### config.mk
export PLATFORM = sky130hd
export DESIGN_NAME = captura_entrada
export DESIGN_NICKNAME = d
export VERILOG_FILES = /design/src/rtl/captura_entrada.sv
export SDC_FILE = /design/constraint.sdc
export NUM_CORES = 1
export LEC_CHECK = 0
export ABC_AREA = 1
export CORE_UTILIZATION = 41
export CTS_BUF_LIST = sky130_fd_sc_hd__clkbuf_8
export DETAILED_ROUTE_END_ITERATION = 10
export PLACE_DENSITY = 0.7
export SLEW_MARGIN = 20
export SYNTH_ARGS = -nofsm -noshare
export SYNTH_HDL_FRONTEND = slang
export SYNTH_SLANG_ARGS = --single-unit
export TNS_END_PERCENT = 5
### constraint.sdc
create_clock -name clk -period 1.9 [get_ports clk]
set_input_delay 0.19 -clock clk [delete_from_list [all_inputs] [get_ports clk]]
set_output_delay 0.19 -clock clk [all_outputs]
set_load 0.005 [all_outputs]
### src/rtl/captura_entrada.sv
// captura_entrada: button/switch input conditioning for the lock FSM.
// Synchronises, debounces and BCD-checks one digit per button press.
module captura_entrada #(
    parameter int DEBOUNCE_CYCLES = 4
) (
    input  logic       clk,
    input  logic       reset,
    input  logic       insere_btn,
    input  logic [3:0] entrada_sw,
    output logic       insere,
    output logic [3:0] entrada,
    output logic       erro_digito,
    output logic       ocupado
);

    localparam int CW = $clog2(DEBOUNCE_CYCLES);
    localparam logic [CW-1:0] CNT_LAST = CW'(DEBOUNCE_CYCLES - 1);

    typedef enum logic [1:0] {
        IDLE,
        ARMANDO,
        PRESSIONADO,
        SOLTANDO
    } state_t;

    state_t          state;
    state_t          state_next;
    logic [CW-1:0]   cnt;
    logic [CW-1:0]   cnt_next;

    logic            btn_m;
    logic            btn_s;
    logic [3:0]      sw_m;
    logic [3:0]      sw_s;

    logic            captura;
    logic            digito_ok;

    // Two-flop synchronisers for the asynchronous button and switches
    always_ff @(posedge clk) begin
        if (reset) begin
            btn_m <= 1'b0;
            btn_s <= 1'b0;
            sw_m  <= 4'd0;
            sw_s  <= 4'd0;
        end else begin
            btn_m <= insere_btn;
            btn_s <= btn_m;
            sw_m  <= entrada_sw;
            sw_s  <= sw_m;
        end
    end

    // State and debounce counter registers; reset parks in SOLTANDO so a
    // button held through reset must be released before it can count
    always_ff @(posedge clk) begin
        if (reset) begin
            state <= SOLTANDO;
            cnt   <= '0;
        end else begin
            state <= state_next;
            cnt   <= cnt_next;
        end
    end

    // Next-state and counter logic; the counter restarts on any state change
    always_comb begin
        state_next = state;
        cnt_next   = cnt;
        captura    = 1'b0;
        case (state)
            IDLE: begin
                if (btn_s) begin
                    state_next = ARMANDO;
                end
            end
            ARMANDO: begin
                if (!btn_s) begin
                    state_next = IDLE;
                end else if (cnt == CNT_LAST) begin
                    state_next = PRESSIONADO;
                    captura    = 1'b1;
                end else begin
                    cnt_next = cnt + 1'b1;
                end
            end
            PRESSIONADO: begin
                if (!btn_s) begin
                    state_next = SOLTANDO;
                end
            end
            SOLTANDO: begin
                if (btn_s) begin
                    state_next = PRESSIONADO;
                end else if (cnt == CNT_LAST) begin
                    state_next = IDLE;
                end else begin
                    cnt_next = cnt + 1'b1;
                end
            end
            default: begin
                state_next = SOLTANDO;
            end
        endcase
        if (state_next != state) begin
            cnt_next = '0;
        end
    end

    assign digito_ok = (sw_s <= 4'd9);

    // Registered strobes and digit capture at the accepting edge
    always_ff @(posedge clk) begin
        if (reset) begin
            insere      <= 1'b0;
            erro_digito <= 1'b0;
            entrada     <= 4'd0;
        end else begin
            insere      <= captura && digito_ok;
            erro_digito <= captura && !digito_ok;
            if (captura && digito_ok) begin
                entrada <= sw_s;
            end
        end
    end

    assign ocupado = (state != IDLE);

endmodule
# Yosys cells after proc, flatten, opt, wreduce, memory -nomap -nowiden
# Index checks and enable logic that the tools add are counted.
# Widths: inputs -> output; s select.
[totals] regBits=20 out_inout_bits=7
[classes] add_sub_neg=1 magnitude_cmp=1 n_eq_ne=7 n_mux=14 n_reduce_logical=8
[op_table] operator="$mux 2" count=9
[op_table] operator="$pmux 2 s4" count=1
[op_table] operator="$eq 2x2->1 const B" count=3
[op_table] operator="$le 4x4->1 const B" count=1
[op_table] operator="$ne 2x2->1 const B" count=2
[op_table] operator="$pmux 2 s2" count=1
[op_table] operator="$reduce_bool 2->1" count=2
[op_table] operator="$mux 1" count=3
[op_table] operator="$reduce_and 3->1" count=1
[op_table] operator="$add 2x1->2 const B" count=1
[op_table] operator="$eq 2x1->1 const B" count=1
[op_table] operator="$logic_and 1x1->1" count=2
[op_table] operator="$logic_not 2->1" count=1
[op_table] operator="$ne 2x2->1" count=1
[op_table] operator="$reduce_or 2->1" count=1
[op_table] operator="$logic_not 1->1" count=1

# Depth between registers and ports, before layout
[depth] ltp_word=6 depth_mapped=7 mapped_depth_nobuf=7

# Worst setup path before layout
# OpenSTA, ideal clock, no wires.
[synth_path] path_kind="reg2reg" start="reg cnt[0]" end="reg entrada[1]" arrival_time_ns=0.978 t_required_ns=1.786 slack_ns=0.808 path_stages_with_launch=7 path_cell_list="dfxtp_1 -> ha_1 -> nand2_2 -> nor2_4 -> nand2_4 -> o21bai_1 -> nor2_1"
[synth_via] elab_chain_len=5
[synth_rtl] item="from (decl)" line="28" source="logic [CW-1:0] cnt;"
[synth_rtl] item="from (signal assigned)" line="62" source="cnt <= cnt_next;"
[synth_rtl] item="$eq 2x2->1" line="80" source="end else if (cnt == CNT_LAST) begin"
[synth_rtl] item="$mux 1" line="80"
[synth_rtl] item="$mux 1" line="78" source="if (!btn_s) begin"
[synth_rtl] item="$mux 1" line="71" source="case (state)"
[synth_rtl] item="$logic_and 1x1->1" line="121" source="if (captura && digito_ok) begin"
[synth_rtl] item="to (signal assigned)" line="122" source="entrada <= sw_s;"
[synth_rtl] item="to (decl)" line="11" source="output logic [3:0] entrada,"
# Every way passes these cells.
# A chain may end at the register's enable or synchronous reset.

# Final worst setup path
[layout_path] start="reg state[1]" end="out ocupado"
[layout_via] elab_chain_len=1
[layout_rtl] item="from (decl)" line="26" source="state_t state;"
[layout_rtl] item="from (signal assigned)" line="61" source="state <= state_next;"
[layout_rtl] item="$reduce_bool 2->1" line="127" source="assign ocupado = (state != IDLE);"
[layout_rtl] item="to (decl)" line="13" source="output logic ocupado"
# Every way passes these cells.

==> results_dict.tcl <==
set metrics [dict create \
    clk-insertion-delay-late_ps 250 \
    startpoint_type "register" \
    synth_edf_count 0 \
    viasPerCell 4.20 \
    post_cts_resized 0 \
    p_clk_frac 0.328 \
    power_switching_w 0.000190 \
    nFillCells 178 \
    clockBufferDepth 2 \
    crit_fanout 4 \
    synthFlopType "dfxtp_1" \
    hold_violations 0 \
    ys_types 20 \
    hp-class "register to register" \
    leakage_nw 0.434 \
    r2r-end "entrada[2]" \
    synth_cells 94 \
    status "finished clean" \
    place_hpwl_um 763 \
    grt_pass1_wl_mm 1.84 \
    tightest_slew_ps 508 \
    holdBufCountCts 0 \
    post-synth-top-count-cell "nor2_1" \
    drt_iter0_drc 13 \
    ant_nets 0 \
    detail_route.wl_per_cell_um 7.65 \
    period_needed_ps 1430 \
    syn2layout_area_growth_pct 25.8 \
    drt_wl_total_mm 1.02 \
    syn_avg_cell_area_um2 8.00 \
    place.gp.congestion 0.672 \
    required_ps 1710 \
    rows 15 \
    yosys-top-cells-area "dfxtp_1, nor2_1, inv_1" \
    worstSetupStartpoint "state[1]" \
    relSlewSlack 0.660 \
    yosys.area.top_type "dfxtp_1" \
    synthArstFlopShare 0 \
    max_stage_delay_ps 490 \
    setup_tns_ps 0 \
    path_clk_slew_ps 70 \
    yosys_warnings 0 \
    cp-end-kind "output pin" \
    clockRootBuffer "clkbuf_8" \
    layout-drive-gt1-share 0.111 \
    power_density_mw_per_mm2 862 \
    grt_pass1_vias 482 \
    fmax_mhz 700 \
    cts_tree "built" \
    vias 558 \
    numCtsBuffers 3 \
    p_seq_frac 0.558 \
    p_comb_frac 0.114 \
    seq_area_frac_synth 0.532 \
    port-buffer-count 13 \
    die_area_mm2 0.00201 \
    cp_slowest_cell "clkdlybuf4s50_1" \
    period_share 0.752 \
    drc 0 \
    setup_viol 0 \
    start_util 0.436 \
    rrSetupSlack_ps 690 \
    path_cells "inv_2 -> nand2_1 -> clkdlybuf4s50_1" \
    setup.worst_path.end "ocupado" \
    drv_cap 0 \
    dpl-instance-area_um2 905 \
    finalPower_w 0.000815 \
    crit_arrival_ps 1240 \
    gr-total-overflow 0 \
    grtUsageTotal 0.126 \
    antennaDiodeCount 0 \
    swShare 0.233 \
    p_int_w 0.000625 \
    r2r-start "cnt[0]" \
    peakVddDrop_mv 0.551 \
    worstSetupPathType "register to output pin" \
    io_pins 14 \
    slew_violations 0 \
    rsz0062_at_grt "no" \
    htree_levels 1 \
    synth_seq_cells 20 \
    core-area_mm2 0.00173 \
    yosys.area.top_type_share 0.532 \
    die_y_um 44.8 \
    skew_ps 3.33 \
    grt_max_degree 18 \
    antenna_found_initial 0 \
    final_area_um2 946 \
    synth_area_um2 752 \
    final_nets 118 \
    synthTopCellsByCount "nor2_1, dfxtp_1, inv_1" \
    rr_worst_depth 6 \
    cts_sinks 20 \
    synth_nets 102 \
    cts_setup_buffers 0 \
    fp.dieW_um 44.8 \
    firstDrtPassIters 3 \
]
power groups by stage:
stage | logic [W] | registers, W | clock network (W)
final | 0.0000926 | 0.000455 | 0.000268
after global routing | 0.000110 | 0.000457 | 0.000287
after CTS | 0.0000936 | 0.000455 | 0.000271
after detailed placement | 0.0000931 | 0.000465 | 0
after global placement | 0.0000913 | 0.000464 | 0
after floorplan | 0.0000708 | 0.000462 | 0
critical path: cells and delay by family (launching register included):
kind / cells / cell delay (ps)
buf+inv: 2 / 550
flops: 1 / 380
simple gates: 1 / 50
worst min-delay path by stage:
stage               depth (start not counted)        from      end  slack [ps]
finish                                      2     sw_m[3]  sw_s[3]         400
global route                                2     sw_m[3]  sw_s[3]         440
CTS                                         2     sw_m[3]  sw_s[3]         400
detailed placement                          2     sw_m[3]  sw_s[3]         390
global placement                            2     sw_m[3]  sw_s[3]         390
floorplan                                   2  insere_btn    btn_m         300
per-stage QoR:
| stage | cells | utilization | setup slack (ps) | hold WS [ps] |
|---|---|---|---|---|
| floorplan | 94 | - | 808 | 297 |
| global placement | 130 | 0.524 | 501 | 390 |
| detailed placement | 130 | 0.524 | 470 | 395 |
| CTS | 133 | 0.548 | 464 | 404 |
| global route | 133 | 0.548 | 401 | 436 |
| finish | 133 | 0.548 | 471 | 400 |
per-layer routing:
metal  vias up  global-route usage  share of wire
met5         -                   0              0
met4         0               0.109          0.039
met3         5              0.0120          0.028
met2        12               0.171           0.44
met1       236               0.179           0.49
li1        305                   -              -
state kept, by name, summed over array words and instances (netlist names):
name	flops
btn_m	1
sw_m	4
entrada	4
insere	1
erro_digito	1
sw_s	4
state	2
cnt	2
btn_s	1
logic make-up (layout without fill, tap and decap cells):
logic type	count (synthesis)	after routing	synth area share
simple gates	46	46	0.276
flops	20	20	0.532
fa+ha+maj	1	1	0.0166
compound gates	6	6	0.0649
buf+inv	21	35	0.110
cells in the final DEF, fill, tap and decap left out, drive strengths merged:
master         instances
inv                   19
ha                     1
dfxtp                 20
nand2                 18
clkdlybuf4s50         13
clkbuf                 3
nand3                  4
nor4                   1
nor2                  23
a21oi                  1
o21ai                  2
o21bai                 3
cell type report:
type	instances	area [µm²]	share of cell area
clock buffer	3	41.3	0.0437
timing repair buffer	13	130	0.138
sequential	20	400	0.423
inverter	19	73.8	0.0780
tap	25	31.3	0.0331
multi-input combinational	53	269	0.284
No activity file was read; power rests on OpenSTA's default activity.
